--- config.mk ---
export PLATFORM = sky130hd
export DESIGN_NAME = bcd_countdown_timer
export DESIGN_NICKNAME = d
export VERILOG_FILES = /design/src/rtl/bcd_countdown_timer.sv
export SDC_FILE = /design/constraint.sdc
export NUM_CORES = 1
export LEC_CHECK = 0
export CAP_MARGIN = 20
export CELL_PAD_IN_SITES_DETAIL_PLACEMENT = 1
export CELL_PAD_IN_SITES_GLOBAL_PLACEMENT = 2
export CORE_MARGIN = 1
export CORE_UTILIZATION = 27
export CTS_BUF_LIST = sky130_fd_sc_hd__clkbuf_8
export CTS_CLUSTER_DIAMETER = 30
export DETAILED_ROUTE_END_ITERATION = 8
export PLACE_DENSITY = 0.95
export SLEW_MARGIN = 20
export SYNTH_ARGS = -nofsm -noshare
export SYNTH_HDL_FRONTEND = slang
export SYNTH_SLANG_ARGS = --single-unit
--- constraint.sdc ---
create_clock -name clk -period 4.16 [get_ports clk]
set_clock_uncertainty 0.2 [all_clocks]
set_input_delay 1.04 -clock clk [delete_from_list [all_inputs] [get_ports clk]]
set_output_delay 1.04 -clock clk [all_outputs]
set_load 0.02 [all_outputs]
--- src/rtl/bcd_countdown_timer.sv ---
// bcd_countdown_timer: NUM_FIELDS two-digit BCD countdown fields with an IDLE/RUN/PAUSED/DONE FSM.
// Optional macro AUTO_RELOAD_EN: on expiry in RUN, reload the last valid load and keep running.
module bcd_countdown_timer #(
    parameter int NUM_FIELDS   = 2,
    parameter int TOP_TENS_MAX = 9
) (
    input  logic                    clk,
    input  logic                    reset,
    input  logic                    wrtEn,
    input  logic                    start,
    input  logic                    pause,
    input  logic                    decEn,
    input  logic [8*NUM_FIELDS-1:0] timeIn,
    output logic [8*NUM_FIELDS-1:0] timeOut,
    output logic                    running,
    output logic                    done,
    output logic                    expired,
    output logic                    loadErr,
    output logic [1:0]              state_o
);

    localparam int W = 8 * NUM_FIELDS;
    localparam logic [3:0] TOP_T = TOP_TENS_MAX[3:0];

    typedef enum logic [1:0] {
        S_IDLE   = 2'd0,
        S_RUN    = 2'd1,
        S_PAUSED = 2'd2,
        S_DONE   = 2'd3
    } state_t;

    // Control inputs are single-cycle level strobes sampled on posedge clk; there is no valid/ready
    // handshake, a strobe is consumed in the cycle it is seen or dropped.
    state_t       state_q;
    logic [W-1:0] count_q;
    logic [W-1:0] dec_d;
    logic         expired_q;
    logic         load_err_q;
    logic         load_ok;
    logic         borrow;
    logic [3:0]   ones;
    logic [3:0]   tens;
    logic [3:0]   tens_max;
    logic         count_zero;
    logic         dec_zero;

`ifdef AUTO_RELOAD_EN
    logic [W-1:0] shadow_q;
`endif

    // Digit-wise borrow ripple keeps every digit inside its BCD/base-60 range.
    always_comb begin
        dec_d    = count_q;
        load_ok  = 1'b1;
        borrow   = 1'b1;
        ones     = 4'd0;
        tens     = 4'd0;
        tens_max = 4'd5;
        for (int f = 0; f < NUM_FIELDS; f++) begin
            tens_max = (f == NUM_FIELDS - 1) ? TOP_T : 4'd5;
            ones     = count_q[8*f +: 4];
            tens     = count_q[8*f+4 +: 4];
            if (borrow) begin
                if (ones == 4'd0) begin
                    dec_d[8*f +: 4] = 4'd9;
                end else begin
                    dec_d[8*f +: 4] = ones - 4'd1;
                    borrow = 1'b0;
                end
            end
            if (borrow) begin
                if (tens == 4'd0) begin
                    dec_d[8*f+4 +: 4] = tens_max;
                end else begin
                    dec_d[8*f+4 +: 4] = tens - 4'd1;
                    borrow = 1'b0;
                end
            end
            if ((timeIn[8*f +: 4] > 4'd9) || (timeIn[8*f+4 +: 4] > tens_max)) begin
                load_ok = 1'b0;
            end
        end
    end

    assign count_zero = (count_q == '0);
    assign dec_zero   = (dec_d == '0);

    always_ff @(posedge clk) begin
        if (reset) begin
            count_q    <= '0;
            state_q    <= S_IDLE;
            expired_q  <= 1'b0;
            load_err_q <= 1'b0;
`ifdef AUTO_RELOAD_EN
            shadow_q   <= '0;
`endif
        end else begin
            expired_q  <= 1'b0;
            load_err_q <= 1'b0;
            if (wrtEn) begin
                if (load_ok) begin
                    count_q <= timeIn;
                    state_q <= S_IDLE;
`ifdef AUTO_RELOAD_EN
                    shadow_q <= timeIn;
`endif
                end else begin
                    load_err_q <= 1'b1;
                end
            end else if (pause && (state_q == S_RUN)) begin
                state_q <= S_PAUSED;
            end else if (start && ((state_q == S_IDLE) || (state_q == S_PAUSED))) begin
                if (count_zero) begin
                    state_q   <= S_DONE;
                    expired_q <= 1'b1;
                end else begin
                    state_q <= S_RUN;
                end
            end else if (decEn && (state_q == S_RUN)) begin
                // start has no effect in RUN, so it does not mask a tick here.
                if (count_zero || dec_zero) begin
                    expired_q <= 1'b1;
`ifdef AUTO_RELOAD_EN
                    if (shadow_q != '0) begin
                        count_q <= shadow_q;
                    end else begin
                        count_q <= '0;
                        state_q <= S_DONE;
                    end
`else
                    count_q <= '0;
                    state_q <= S_DONE;
`endif
                end else begin
                    count_q <= dec_d;
                end
            end
        end
    end

    assign timeOut = count_q;
    assign running = (state_q == S_RUN);
    assign done    = (state_q == S_DONE);
    assign expired = expired_q;
    assign loadErr = load_err_q;
    assign state_o = state_q;

endmodule

Yosys cells after proc, flatten, opt, wreduce, memory -nomap -nowiden
Index checks and enable logic that the tools add are counted.
{"block": "word_totals", "inputBits": 22, "reg_bits": 20, "elab_cells": 72, "output_inout_bits": 22}
{"block": "classes", "order_cmp": 4, "addsub": 4, "mux": 32, "n_eq_ne": 6, "reduce_logical": 21, "bitwise": 1}
{"cell": "$mux W16", "n": 6}
{"cell": "$logic_not A16 Y1", "n": 2}
{"cell": "$mux W4", "n": 7}
{"cell": "$logic_not A4 Y1", "n": 4}
{"cell": "$sub A4 B1 Y4 const B", "n": 4}
{"cell": "$mux W2", "n": 7}
{"cell": "$gt A4 B4 Y1 const B", "n": 3}
{"cell": "$mux W1", "n": 12}
{"cell": "$reduce_bool A4 Y1", "n": 2}
{"cell": "$eq A2 B2 Y1 const B", "n": 2}
{"cell": "$gt A4 B3 Y1 const B", "n": 1}
{"cell": "$logic_or A1 B1 Y1", "n": 4}
{"cell": "$ne A2 B2 Y1 const B", "n": 2}
{"cell": "$reduce_and A4 Y1", "n": 1}
{"cell": "$logic_and A1 B1 Y1", "n": 3}
{"cell": "$reduce_and A3 Y1", "n": 1}
{"cell": "$reduce_or A3 Y1", "n": 1}
{"cell": "$eq A2 B1 Y1 const B", "n": 1}
{"cell": "$logic_not A2 Y1", "n": 1}
{"cell": "$ne A2 B1 Y1 const B", "n": 1}
{"cell": "$reduce_bool A2 Y1", "n": 1}
{"cell": "$reduce_or A2 Y1", "n": 1}
{"cell": "$not A1 Y1", "n": 1}

Logic depth before layout (Yosys ltp)
{"block": "depth", "depth_word": 12, "ltp_mapped": 6, "mapped_depth_nobuf": 5}

Worst setup path before layout
No wires, ideal clock.
{"block": "synth_path", "path_kind": "input to register", "startpoint": "in timeIn[2]", "endpoint": "reg count_q[2] (netlist: timeOut[2])", "arrival_time_ps": 2268, "setup_time_ps": 71, "n_path_buf": 1, "path_slack_ps": 1622, "required_ps": 3889, "cell_stages": 6, "cell_sequence": "o21ai_0 and4_1 a21oi_1 clkbuf_1 o21ai_0 a21oi_1"}
{"block": "synth_between", "elab_chain_len": 6, "elab_cells_between_ends": 8, "cone_classes": "order compare: 1; eq/ne: 1; mux: 4; reduce/logical: 2"}
{"element": "from (decl)", "line_no": "13", "text": "input logic [8*NUM_FIELDS-1:0] timeIn,"}
{"element": "$gt A4 B4 Y1", "line_no": "79", "text": "if ((timeIn[8*f +: 4] > 4'd9) || (timeIn[8*f+4 +: 4] > tens_max)) begin"}
{"element": "$logic_or A1 B1 Y1", "line_no": "79"}
{"element": "$mux W1 (2 in a row)", "line_no": "79"}
{"element": "$ne A2 B1 Y1 (no source line)"}
{"element": "$reduce_and A4 Y1 (no source line)"}
{"element": "to (signal assigned)", "line_no": "102", "text": "count_q <= timeIn;"}
{"element": "to (decl)", "line_no": "35", "text": "logic [W-1:0] count_q;"}
Parallel ways exist; a longest one is shown, timed or not. The select of a mux whose other input is x is not followed.
A chain may end at the register's enable or synchronous reset.

Worst setup path after layout
{"block": "layout_path", "startpoint": "reg state_q[0] (netlist: state_o[0])", "endpoint": "out running"}
{"block": "layout_between", "elab_chain_len": 1}
{"element": "from (decl)", "line_no": "34", "text": "state_t state_q;"}
{"element": "from (signal assigned)", "line_no": "91", "text": "state_q <= S_IDLE;"}
{"element": "from (signal assigned)", "line_no": "103", "text": "state_q <= S_IDLE;"}
{"element": "from (signal assigned)", "line_no": "111", "text": "state_q <= S_PAUSED;"}
{"element": "$eq A2 B1 Y1", "line_no": "142", "text": "assign running = (state_q == S_RUN);"}
{"element": "to (decl)", "line_no": "15", "text": "output logic running,"}
No other way between the ends.

==> impl_metrics.toml <==
[route]
routed_wl_um = 4640
wire_per_inst_um = 17.3
vias = 1531
avgViaCountPerCell = 5.71
dr.first_iter.drc_count = 82
dr.pass1.iters = 6
detail_route.drc_violations = 1
antenna_left = 0

[yosys]
synthFlopType = "sky130_fd_sc_hd__dfxtp_1"
synthesis.instances = 175
asyncSetResetFlopFracSynth_pct = 0
syn-cell-area_um2 = 1300
ys_seq_area_share_pct = 30.8
edff_count_synth = 0
synthDistinctLibCells = 43
mappedNetlistNets = 197
synth.yosys.warnings = 0
ys_seq_elements = 20
avgSynthCellArea_um2 = 7.43

[worst_setup_path]
setup.worst_path.class = "flop to output port"
worstSetupStartpointType = "flop"
crit_buf_inv = 1
slowest_stage = "sky130_fd_sc_hd__clkdlybuf4s50_1"
crit_path_max_incr_delay_ns = 0.65
worstSetupEndpointType = "output port"
worst_path_cell_chain = "nor2b_1, clkdlybuf4s50_1"
cp_top_family = "buffers and inverters"
crit_required_ns = 2.92
timing.critical_path.fanout_max = 8
worstPathArrival_ns = 1.65

[timing]
finalSetupViolations = 0
timing.hold.ws_ns = 0.342
fin_crit_ns = 2.89
fmax_mhz = 346
final_min_period_over_clock_period_pct = 69.5
hold_viol_final = 0
grt_setup_unrepaired = "no"
maxSlewHeadroom_pct = 54.8
timing.setup.tns_ns = 0
slew_violations = 0
worst_slack_setup_final_ns = 1.27
worst_slew_pin_slew_ns = 0.677

[placed_design]
hpwl_um = 3370
port-buffer-count = 43
place_congestion = 0.805
dpl.cell_count = 264
place_ws_ns = 1.04

[die]
die_h_um = 71.4
chipWidth_um = 71.4
std_cell_rows = 24
floorplan.io_pins = 44
fp.dieArea_um2 = 5100
placeable_core_region_um2 = 4500
initial_utilization_pct = 28.9

[clocking]
h-tree-depth = 1
cts_inserted_buffers = 3
ctsResizeCount = 0
clk_pin_slew_ns = 0.09
clk_path_buf_depth = 2
post-cts-setup-buffers = 0
tritoncts = "done"
clockRootBuffer = "sky130_fd_sc_hd__clkbuf_8"
worst_skew_pair_latency_ns = 0.27
cts_hold_buffers_added = 0
clock_sink_count = 20

[power]
p_total_w = 0.000578
power.ir.vdd_worst_uv = 189
power_leakage_nw = 0.655
power-per-cell-area_nw_per_um2 = 312

[grt]
sum_of_overflow_across_all_layers_after_global_routing = 0
grt_first_pass_wirelength_um = 7780
antenna_found_initial = 0
vias_in_the_first_global_route = 1542
grt_start_max_net_pins = 31
grt.total_usage_pct = 19.4

[final_layout]
layout.nets = 239
fin_cells = 268
post_route_cells_drive_above_1_share_pct = 7.41
antenna_cells = 0
syn2layout_area_growth_pct = 42.6

[job]
drv_cap = 0

[run_status]
violations_in_the_final_reports = "DRC"
status = "complete, but fails checks"

[hold_path]
hold_path_class = "flop to flop"
==> cells by family (layout without fill, tap and decap cells) <==
group,count (synthesis),after routing,share of synthesized area [%]
AOI/OAI and AO/OA,66,66,32.1
xor gates and xnor gates,1,1,0.674
buffers and inverters,14,55,4.14
DFF,20,20,30.8
muxes,2,2,1.73
and+or+nand+nor,72,72,30.5
==> path summary, 6_finish.rpt <==
kind	startpoint	end	slack, ns	depth (start not counted)
min	timeOut[12]$_SDFFE_PP0P_	timeOut[12]$_SDFFE_PP0P_	0.34	2
max	state_o[0]$_SDFFE_PP0P_	running	1.27	2
min reg2reg	timeOut[12]$_SDFFE_PP0P_	timeOut[12]$_SDFFE_PP0P_	0.34	2
max reg2reg	timeOut[2]$_SDFFE_PP0P_	state_o[1]$_SDFFE_PP0P_	1.77	5
==> per-layer routing <==
| layer | part of all wire, % | global-route usage, % | up-vias |
|---|---|---|---|
| li1 | - | - | 745 |
| met1 | 48 | 26.0 | 750 |
| met2 | 48 | 33.4 | 31 |
| met3 | 2.7 | 1.97 | 5 |
| met4 | 1.0 | 4.67 | 0 |
| met5 | 0 | 0 | - |
==> final cells by class <==
| type | count | area [um2] |
|---|---|---|
| Clock buffer | 3 | 41.3 |
| Clock inverter | 1 | 30.0 |
| Sequential cell | 20 | 400 |
| Timing Repair Buffer | 46 | 453 |
| Multi-Input combinational cell | 141 | 846 |
| Tap cell | 52 | 65.1 |
| Fill cell | 568 | 2650 |
| Inverter | 5 | 18.8 |
==> registers in the layout, summed over array words and instances (netlist names) <==
register	flops
timeOut	16
state_o	2
loadErr	1
expired	1
==> synth_stat cells, types with 4 or more instances <==
cell                       number  area [um2]
sky130_fd_sc_hd__a21oi_1       14        70.1
sky130_fd_sc_hd__a221oi_1       7        61.3
sky130_fd_sc_hd__and2_1         5        31.3
sky130_fd_sc_hd__clkbuf_1       7        26.3
sky130_fd_sc_hd__dfxtp_1       20         400
sky130_fd_sc_hd__inv_1          5        18.8
sky130_fd_sc_hd__nand2_1       13        48.8
sky130_fd_sc_hd__nand3_1        5        25.0
sky130_fd_sc_hd__nor2_1        18        67.6
sky130_fd_sc_hd__nor2b_1        4        25.0
sky130_fd_sc_hd__nor3_1        11        55.1
sky130_fd_sc_hd__o21ai_0       24         120
sky130_fd_sc_hd__o31ai_1        4        30.0
==> cell usage in the layout, fill, tap and decap left out, types with 3 or more instances in the layout <==
cell	instances
sky130_fd_sc_hd__clkdlybuf4s50_1	43
sky130_fd_sc_hd__o21ai_0	24
sky130_fd_sc_hd__dfxtp_1	20
sky130_fd_sc_hd__nor2_1	18
sky130_fd_sc_hd__a21oi_1	14
sky130_fd_sc_hd__nand2_1	13
sky130_fd_sc_hd__nor3_1	11
sky130_fd_sc_hd__a221oi_1	7
sky130_fd_sc_hd__and2_1	5
sky130_fd_sc_hd__inv_1	5
sky130_fd_sc_hd__nand3_1	5
sky130_fd_sc_hd__nor2b_1	4
sky130_fd_sc_hd__o31ai_1	4
sky130_fd_sc_hd__clkbuf_8	3
sky130_fd_sc_hd__buf_4	3
==> worst register-to-register path: cells and delay by family (launching register included) <==
| kind | cells | cell delay (ns) |
|---|---|---|
| compound gates | 1 | 0.22 |
| xor+xnor | 1 | 0.21 |
| simple gates | 3 | 1.29 |
| flops | 1 | 0.40 |
==> power breakdown <==
part / internal [W] / switching, W / leakage, nW / total (W)
Combinational: 0.0000703 / 0.0000910 / 0.457 / 0.000161
Clock: 0.000129 / 0.0000760 / 0.0357 / 0.000205
Sequential: 0.000200 / 0.0000126 / 0.163 / 0.000212
==> per-stage QoR <==
| stage | cell area (um2) | util, % |
|---|---|---|
| after floorplan | 1300 | - |
| after global placement | 1780 | 39.6 |
| after detailed placement | 1780 | 39.6 |
| after CTS | 1850 | 41.2 |
| after global routing | 1850 | 41.2 |
| final | 1850 | 41.2 |
(Power assumes the default switching activity.)
